**config.mk**
```make
export PLATFORM = sky130hd
export DESIGN_NAME = ili9341_rect_fill
export DESIGN_NICKNAME = d
export VERILOG_FILES = /design/src/rtl/ili9341_rect_fill.sv
export SDC_FILE = /design/constraint.sdc
export NUM_CORES = 1
export LEC_CHECK = 0
export ABC_AREA = 1
export CORE_AREA = 2 2 143 117
export CTS_CLUSTER_SIZE = 12
export DETAILED_ROUTE_END_ITERATION = 8
export DIE_AREA = 0 0 145 119
export HOLD_SLACK_MARGIN = 0.15
export PLACE_DENSITY = 0.76
export SYNTH_ARGS = -nofsm -noshare
export SYNTH_HDL_FRONTEND = slang
export SYNTH_SLANG_ARGS = --single-unit
```
**constraint.sdc**
```tcl
create_clock -name CLK_I -period 7.8 [get_ports CLK_I]
set_clock_uncertainty 0.1 [all_clocks]
set_input_delay 1.56 -clock CLK_I [delete_from_list [all_inputs] [get_ports CLK_I]]
set_output_delay 1.56 -clock CLK_I [all_outputs]
set_load 0.03 [all_outputs]
```
**src/rtl/ili9341_rect_fill.sv**
```systemverilog
// Rectangle fill engine: sends the ILI9341 window commands (0x2A/0x2B/0x2C)
// as 8-bit Wishbone writes, then streams one RGB565 colour per pixel.
module ili9341_rect_fill #(
    parameter int unsigned TFT_WIDTH  = 240,
    parameter int unsigned TFT_HEIGHT = 320,
    parameter int unsigned RETRY_GAP  = 4
) (
    input  logic        CLK_I,
    input  logic        RST_I,
    input  logic        start,
    input  logic [8:0]  x0,
    input  logic [8:0]  y0,
    input  logic [8:0]  x1,
    input  logic [8:0]  y1,
    input  logic [15:0] color,
    output logic        busy,
    output logic        done,
    output logic        err,
    output logic        STB_O,
    output logic        WE_O,
    output logic [7:0]  ADR_O,
    output logic [7:0]  DAT_O,
    input  logic        ACK_I,
    input  logic        RTY_I
);

    localparam int unsigned CW = 9;
    localparam int unsigned PW = 17;
    localparam int unsigned IW = 4;
    localparam int unsigned GW = (RETRY_GAP > 1) ? $clog2(RETRY_GAP) : 1;

    localparam logic [2:0] S_IDLE    = 3'd0;
    localparam logic [2:0] S_CHECK   = 3'd1;
    localparam logic [2:0] S_REQ     = 3'd2;
    localparam logic [2:0] S_WAIT    = 3'd3;
    localparam logic [2:0] S_BACKOFF = 3'd4;
    localparam logic [2:0] S_DONE    = 3'd5;

    // Index 11 is the pixel-data phase; everything below is header.
    localparam logic [IW-1:0] IDX_DATA = IW'(11);

    logic [2:0]    state_q, state_d;
    logic [CW-1:0] x0_q, x0_d, y0_q, y0_d, x1_q, x1_d, y1_q, y1_d;
    logic [15:0]   color_q, color_d;
    logic [PW-1:0] npix_q, npix_d;
    logic [IW-1:0] idx_q, idx_d;
    logic          phase_q, phase_d;
    logic [GW-1:0] gap_q, gap_d;
    logic          stb_q, stb_d, we_q, we_d;
    logic [7:0]    adr_q, adr_d, dat_q, dat_d;
    logic          busy_q, busy_d, done_q, done_d, err_q, err_d;

    logic [7:0]    tx_adr_c, tx_dat_c;
    logic [CW-1:0] width_c, height_c;
    logic          rect_bad_c, last_c;

    assign busy  = busy_q;
    assign done  = done_q;
    assign err   = err_q;
    assign STB_O = stb_q;
    assign WE_O  = we_q;
    assign ADR_O = adr_q;
    assign DAT_O = dat_q;

    // Byte to present for the current index / pixel phase
    always_comb begin
        tx_adr_c = 8'h01;
        tx_dat_c = 8'h00;
        case (idx_q)
            IW'(0):  begin tx_adr_c = 8'h00; tx_dat_c = 8'h2A; end
            IW'(1):  tx_dat_c = {7'd0, x0_q[8]};
            IW'(2):  tx_dat_c = x0_q[7:0];
            IW'(3):  tx_dat_c = {7'd0, x1_q[8]};
            IW'(4):  tx_dat_c = x1_q[7:0];
            IW'(5):  begin tx_adr_c = 8'h00; tx_dat_c = 8'h2B; end
            IW'(6):  tx_dat_c = {7'd0, y0_q[8]};
            IW'(7):  tx_dat_c = y0_q[7:0];
            IW'(8):  tx_dat_c = {7'd0, y1_q[8]};
            IW'(9):  tx_dat_c = y1_q[7:0];
            IW'(10): begin tx_adr_c = 8'h00; tx_dat_c = 8'h2C; end
            default: tx_dat_c = phase_q ? color_q[7:0] : color_q[15:8];
        endcase
    end

    // Rectangle validation, size and last-byte detection
    always_comb begin
        width_c    = x1_q - x0_q + CW'(1);
        height_c   = y1_q - y0_q + CW'(1);
        rect_bad_c = (x1_q < x0_q) || (y1_q < y0_q) ||
                     (x1_q >= CW'(TFT_WIDTH)) || (y1_q >= CW'(TFT_HEIGHT));
        last_c     = (idx_q == IDX_DATA) && phase_q && (npix_q == PW'(1));
    end

    // Next-state and registered-output logic
    always_comb begin
        state_d = state_q;
        x0_d    = x0_q;
        y0_d    = y0_q;
        x1_d    = x1_q;
        y1_d    = y1_q;
        color_d = color_q;
        npix_d  = npix_q;
        idx_d   = idx_q;
        phase_d = phase_q;
        gap_d   = gap_q;
        stb_d   = stb_q;
        we_d    = we_q;
        adr_d   = adr_q;
        dat_d   = dat_q;
        busy_d  = busy_q;
        done_d  = 1'b0;
        err_d   = 1'b0;
        case (state_q)
            S_IDLE: begin
                if (start) begin
                    x0_d    = x0;
                    y0_d    = y0;
                    x1_d    = x1;
                    y1_d    = y1;
                    color_d = color;
                    busy_d  = 1'b1;
                    state_d = S_CHECK;
                end
            end
            S_CHECK: begin
                if (rect_bad_c) begin
                    err_d   = 1'b1;
                    busy_d  = 1'b0;
                    state_d = S_IDLE;
                end else begin
                    npix_d  = PW'(width_c) * PW'(height_c);
                    idx_d   = '0;
                    phase_d = 1'b0;
                    state_d = S_REQ;
                end
            end
            S_REQ: begin
                stb_d   = 1'b1;
                we_d    = 1'b1;
                adr_d   = tx_adr_c;
                dat_d   = tx_dat_c;
                state_d = S_WAIT;
            end
            S_WAIT: begin
                if (ACK_I) begin
                    stb_d = 1'b0;
                    we_d  = 1'b0;
                    if (last_c) begin
                        done_d  = 1'b1;
                        busy_d  = 1'b0;
                        state_d = S_DONE;
                    end else begin
                        if (idx_q != IDX_DATA) begin
                            idx_d = idx_q + IW'(1);
                        end else if (!phase_q) begin
                            phase_d = 1'b1;
                        end else begin
                            phase_d = 1'b0;
                            npix_d  = (npix_q != '0) ? npix_q - PW'(1) : npix_q;
                        end
                        state_d = S_REQ;
                    end
                end else if (RTY_I) begin
                    stb_d   = 1'b0;
                    we_d    = 1'b0;
                    gap_d   = '0;
                    state_d = S_BACKOFF;
                end
            end
            S_BACKOFF: begin
                // Re-raise the strobe directly so the low window is exactly RETRY_GAP cycles
                if (gap_q == GW'(RETRY_GAP - 1)) begin
                    stb_d   = 1'b1;
                    we_d    = 1'b1;
                    state_d = S_WAIT;
                end else begin
                    gap_d = gap_q + GW'(1);
                end
            end
            S_DONE: begin
                state_d = S_IDLE;
            end
            default: begin
                state_d = S_IDLE;
            end
        endcase
    end

    // State and output registers with asynchronous reset
    always_ff @(posedge CLK_I or posedge RST_I) begin
        if (RST_I) begin
            state_q <= S_IDLE;
            x0_q    <= '0;
            y0_q    <= '0;
            x1_q    <= '0;
            y1_q    <= '0;
            color_q <= '0;
            npix_q  <= '0;
            idx_q   <= '0;
            phase_q <= 1'b0;
            gap_q   <= '0;
            stb_q   <= 1'b0;
            we_q    <= 1'b0;
            adr_q   <= '0;
            dat_q   <= '0;
            busy_q  <= 1'b0;
            done_q  <= 1'b0;
            err_q   <= 1'b0;
        end else begin
            state_q <= state_d;
            x0_q    <= x0_d;
            y0_q    <= y0_d;
            x1_q    <= x1_d;
            y1_q    <= y1_d;
            color_q <= color_d;
            npix_q  <= npix_d;
            idx_q   <= idx_d;
            phase_q <= phase_d;
            gap_q   <= gap_d;
            stb_q   <= stb_d;
            we_q    <= we_d;
            adr_q   <= adr_d;
            dat_q   <= dat_d;
            busy_q  <= busy_d;
            done_q  <= done_d;
            err_q   <= err_d;
        end
    end

endmodule

```
==> summary.txt <==
Run status
  – Outcome: finished, final reports clean

Synthesis
  – Ys async rst share: 100%
  – Main synth FF type: dfrtp_1
  – Sequential fraction of the synthesis area: between 20 and 30%
  – Yosys synthesis warning count: 0
  – Yosys top cell area share: 26.9%
  – Post-synth design cell area: 8570 um^2
  – Ranking of synthesized cells by area: dfrtp_1 (27%), fa_1 (13%), nand2_1 (13%)
  – Cell accounting for the most synthesized area: dfrtp_1
  – Syn avg cell area: between 7 and 8 um^2
  – Synthesized flop and latch total: 92
  – Post-synth EDFFs: 0
  – Synth cell types: 47
  – Post-Syn Instances: about 1100

Detailed routing
  – Detailed Routing Iterations Pass 1: 5
  – Via count: approximately 7400
  – Antenna-violating nets left: 0
  – Drt via density: about 5.2
  – Starting DRC count in detailed routing: ~530
  – M1 wire length: 9850 um
  – DR top layer: met4
  – WL met3: around 1200 um
  – Routed WL: ~21000 um
  – Wire per inst: ~15 um
  – Met2 Wirelength: about 9400 um
  – DRC viols: 0

Global routing
  – Largest net degree at the start of global routing: between 90 and 100
  – Total Routing Usage GR: between 20% and 30%
  – Vias in the first global route: 7272
  – Global route overflow: 0
  – First-pass GRT wire length: around 35000 um
  – Initial antenna violation count: 0

Floorplan
  – # IOs: 78
  – Die span in x: 145 um
  – Initial Util: a little over half
  – Die Area: approximately 17000 um^2
  – Site row count: 42
  – Core area: between 15000 and 20000 um^2
  – Die Y: between 100 and 150 um

Clock tree
  – Worst-Skew Late Latency: roughly 360 ps
  – CTS Sinks: between 90 and 100
  – H-tree Lvls: 3
  – CTS tree: built
  – Hold_buf cts: 0
  – Post-cts resize count: 0
  – Clock Path Buffers: 2
  – Clock-pin slew of the registers on the worst-case setup and hold paths: 70 ps
  – Total CTS buffers: 9
  – Post-CTS Setup Bufs: 0
  – Clk root buf: clkbuf_16

Flow run
  – Max Cap Viol: 0

Finish
  – Layout area overhead: 13.3%
  – Layout fillers: between 1000 and 1500
  – Share of cells above drive strength 1: 4.97%
  – Ant diodes: 0
  – Fin area: between 9000 and 10000 um^2
  – Layout Nets: between 1000 and 1500

STA
  – Measured slew at the worst slew-check pin: 817 ps
  – Final Worst Setup Slack: 1490 ps
  – Endpoints failing hold: 0
  – Setup TNS: 0 ps
  – Max frequency: 159 MHz
  – Rel. slew slack: a little under half
  – RSZ-0062 raised after global routing: false
  – Final setup fails: 0
  – Max Slew Vio Count: 0
  – Final period demand of the worst path: 6310 ps
  – Final cycle utilization of the critical path: roughly four fifths

Worst setup path
  – Crit path required time: about 7900 ps
  – Data arrival, critical path: around 6500 ps
  – Worst path slowest cell: fa_1
  – CP peak stage delay: roughly 540 ps
  – Crit path kind: flip-flop to flip-flop
  – Worst setup EP type: flip-flop
  – Crit path launch type: flip-flop
  – Most used cell, CP: nand2_1
  – Worst Path Max Fanout: 6

Min path
  – Worst Hold Class: flip-flop to flip-flop

Place
  – GP Congestion: about 0.94
  – DP Area: approximately 9400 um^2
  – DP HPWL: about 17000 um
  – Pre-CTS setup slack: ~1600 ps
  – Port bufs: 70
==> metal layers <==
metal / vias up / global-route usage, %
li1: 3680 / -
met1: 3502 / 35.1
met4: 0 / 7.61
met5: - / 0
met2: 230 / 41.1
met3: 36 / 4.71
==> final timing paths <==
path                            startpoint           to  slack (ps)  depth (start not counted)
worst max-delay path               x0_q[1]   npix_q[14]        1490                         32
worst min-delay path                  busy         busy         380                          2
worst max register to register     x0_q[1]   npix_q[14]        1490                         32
worst min register to register        busy         busy         380                          2
max in group asynchronous            RST_I   npix_q[11]        4970                          3
min in group asynchronous            RST_I  color_q[13]        1530                          2
==> layout by cell type (no fill, tap or decap), types with 2 or more instances in the layout <==
| master | instances |
|---|---|
| or2_2 | 4 |
| clkdlybuf4s50_1 | 70 |
| nor2_1 | 93 |
| o221ai_1 | 3 |
| a221oi_1 | 4 |
| a31o_2 | 2 |
| nand3b_1 | 4 |
| o21ai_1 | 8 |
| dfrtp_1 | 92 |
| fa_1 | 57 |
| ha_1 | 79 |
| o21ai_0 | 76 |
| nand3_1 | 49 |
| o22ai_1 | 7 |
| xor2_1 | 15 |
| xnor2_1 | 5 |
| conb_1 | 7 |
| nor3_1 | 8 |
| a21oi_2 | 2 |
| a21oi_1 | 32 |
| buf_4 | 2 |
| inv_2 | 6 |
| clkbuf_16 | 9 |
| a31oi_1 | 4 |
| o31ai_1 | 3 |
| o21ai_2 | 14 |
| nor2_2 | 5 |
| clkinv_2 | 3 |
| inv_1 | 218 |
| a21o_1 | 2 |
| inv_6 | 3 |
| nand2_1 | 292 |
| nand4_1 | 13 |
| nand2_2 | 2 |
==> metrics by stage <==
step | instances | util [%] | hold WS (ps)
detailed placement | 1412 | 58.6 | 362
global route | 1428 | 60.6 | 406
floorplan | 1151 | - | 344
CTS | 1428 | 60.6 | 381
finish | 1428 | 60.6 | 377
global placement | 1412 | 58.6 | 360
==> final cells by class <==
type	instances	area (um^2)	share of cell area, %
timing repair buffer	72	716	7.37
inverter	227	861	8.87
clock buffer	10	239	2.46
tap	220	275	2.84
multi-input combinational	801	5250	54.0
sequential	92	2300	23.7
clock inverter	6	68.8	0.709
==> cell families after synthesis <==
| logic type | share of synthesized area, % |
|---|---|
| other cells | 0.0438 |
| buf+inv | 12.2 |
| simple gates | 22.9 |
| xor+xnor | 2.04 |
| compound gates | 11.1 |
| flops | 26.9 |
| fa+ha+maj | 24.9 |
==> worst max-delay path: cells and delay by family (launching register included) <==
family | cells | cell delay, ps
DFF | 1 | 350
xor gates and xnor gates | 1 | 390
adders and majority gates | 8 | 3030
buffers and inverters | 7 | 580
AOI/OAI and AO/OA | 5 | 810
and+or+nand+nor | 11 | 940
==> flip-flops by register name (all words and copies together) (netlist names) <==
signal   count
x1_q         9
busy         1
ADR_O        1
state_q      3
gap_q        2
npix_q      17
DAT_O        8
y1_q         9
idx_q        4
color_q     16
phase_q      1
WE_O         1
x0_q         9
done         1
y0_q         9
err          1
==> Yosys cell counts (5+ instances only) <==
| master | instances |
|---|---|
| nand2_1 | 292 |
| inv_1 | 220 |
| nor2_1 | 93 |
| dfrtp_1 | 92 |
| ha_1 | 79 |
| o21ai_0 | 76 |
| fa_1 | 57 |
| nand3_1 | 49 |
| a21oi_1 | 32 |
| clkbuf_1 | 16 |
| xor2_1 | 15 |
| o21ai_2 | 14 |
| nand4_1 | 13 |
| buf_4 | 8 |
| nor3_1 | 8 |
| o21ai_1 | 8 |
| o22ai_1 | 7 |
| inv_2 | 5 |
| nor2_2 | 5 |
| xnor2_1 | 5 |
Power is left out: the tool's default activity adds up to more than one toggle a clock period on the data nets, which glitch-free logic cannot reach.
==> RTL change: new RTL, same flow settings <==
The localparam `IW` goes from 4 to 5.
--- a/src/rtl/ili9341_rect_fill.sv
+++ b/src/rtl/ili9341_rect_fill.sv
@@ -26,7 +26,7 @@
 
     localparam int unsigned CW = 9;
     localparam int unsigned PW = 17;
-    localparam int unsigned IW = 4;
+    localparam int unsigned IW = 5;
     localparam int unsigned GW = (RETRY_GAP > 1) ? $clog2(RETRY_GAP) : 1;
 
     localparam logic [2:0] S_IDLE    = 3'd0;
Function: same outputs for any inputs over 10 cycles, from zero or initial values and one cycle with RST_I high; that may be too few to reach the edited logic, so the function may still have changed.
==> RTL change against the unedited design <==
Worst setup slack improved by 0.045 ns; synthesized area up 2.0%; utilization up 1.2 points; sequential cell count is 1 higher; critical path depth did not move; routed wire length down 0.87%; synthesized cell count increased by 2.4%; final area up 2.0%; final cell count up 2.0%; maximum frequency grew 0.71%; critical endpoint is now npix_q[13]$_DFFE_PP0P_.
Power is not shown: default switching activity piles up to over one toggle a cycle in this logic, so the estimate is an artifact.
==> RTL change: results <==
[sta]
hold_slack_ns = 0.373

[global_routing]
grt_max_degree = 95
grt_pass1_vias = 7297
grtUsageMet2 = 0.396
use_met1 = 0.350
gr-usage-met3 = 0.0456
track_usage = 0.249
grt_pass1_wl_um = 34900

[cells_and_area]
fin_nets = 1425
n_fill_cell = 1496

[yosys]
synthAdderAreaFrac = 0.244
yosysSeqAreaShare = 0.266
synth.distinct_cells = 46
synthMuxAreaShare = 0.00115
yosys.area_share.xor_xnor = 0.0211
synth_common_cells = "nand2_1 (299), inv_1 (229), nor2_1 (99)"
syn_area_per_cell_um2 = 7.45

[placed_design]
place_hpwl_um = 16600
gp_congestion = 0.935
post_dp_cell_area_mm2 = 0.00958

[detailed_routing]
wire_per_inst_um = 14.2
wl_met3_um = 1170
route.met2.wl_um = 9180
dr.first_iter.drc_count = 471
wl_met1_um = 9940

[worst_setup_path]
crit_fanout = 7
r2r_slack_ns = 1.54
r2r_start = "y0_q[1]$_DFFE_PP0P_"
critPathArrivalTime_ns = 6.40
r2r-end = "npix_q[13]$_DFFE_PP0P_"

[run_status]
status = "finished clean"

[hold_path]
whs_endpoint = "color_q[2]$_DFFE_PP0P_"
## RTL change: area by class of cell
class / count / area [um^2] / share of cell area
Multi-Input combinational cell: 820 / 5360 / 0.542
Tap cell: 220 / 275 / 0.0278
Inverter: 235 / 887 / 0.0896
Sequential cell: 93 / 2330 / 0.235
Clock buffer: 9 / 225 / 0.0228
Clock inverter: 6 / 96.3 / 0.00973
Timing Repair Buffer: 73 / 723 / 0.0731
## RTL change: kinds of logic after synthesis
logic type	Yosys count
adder cells (fa/ha/maj)	136
flip-flops	93
multiplexers	1
AO/OA/AOI/OAI	161
XOR/XNOR	21
other	1
buffers and inverters	266
AND/OR/NAND/NOR	494
## RTL change: critical path: cells and delay by family (launching register included)
family                     cells  cell delay, ns
adders and majority gates      8            3.22
and+or+nand+nor               13            1.05
buffers and inverters          7            0.57
xor gates and xnor gates       1            0.43
AOI/OAI and AO/OA              3            0.40
DFF                            1            0.38
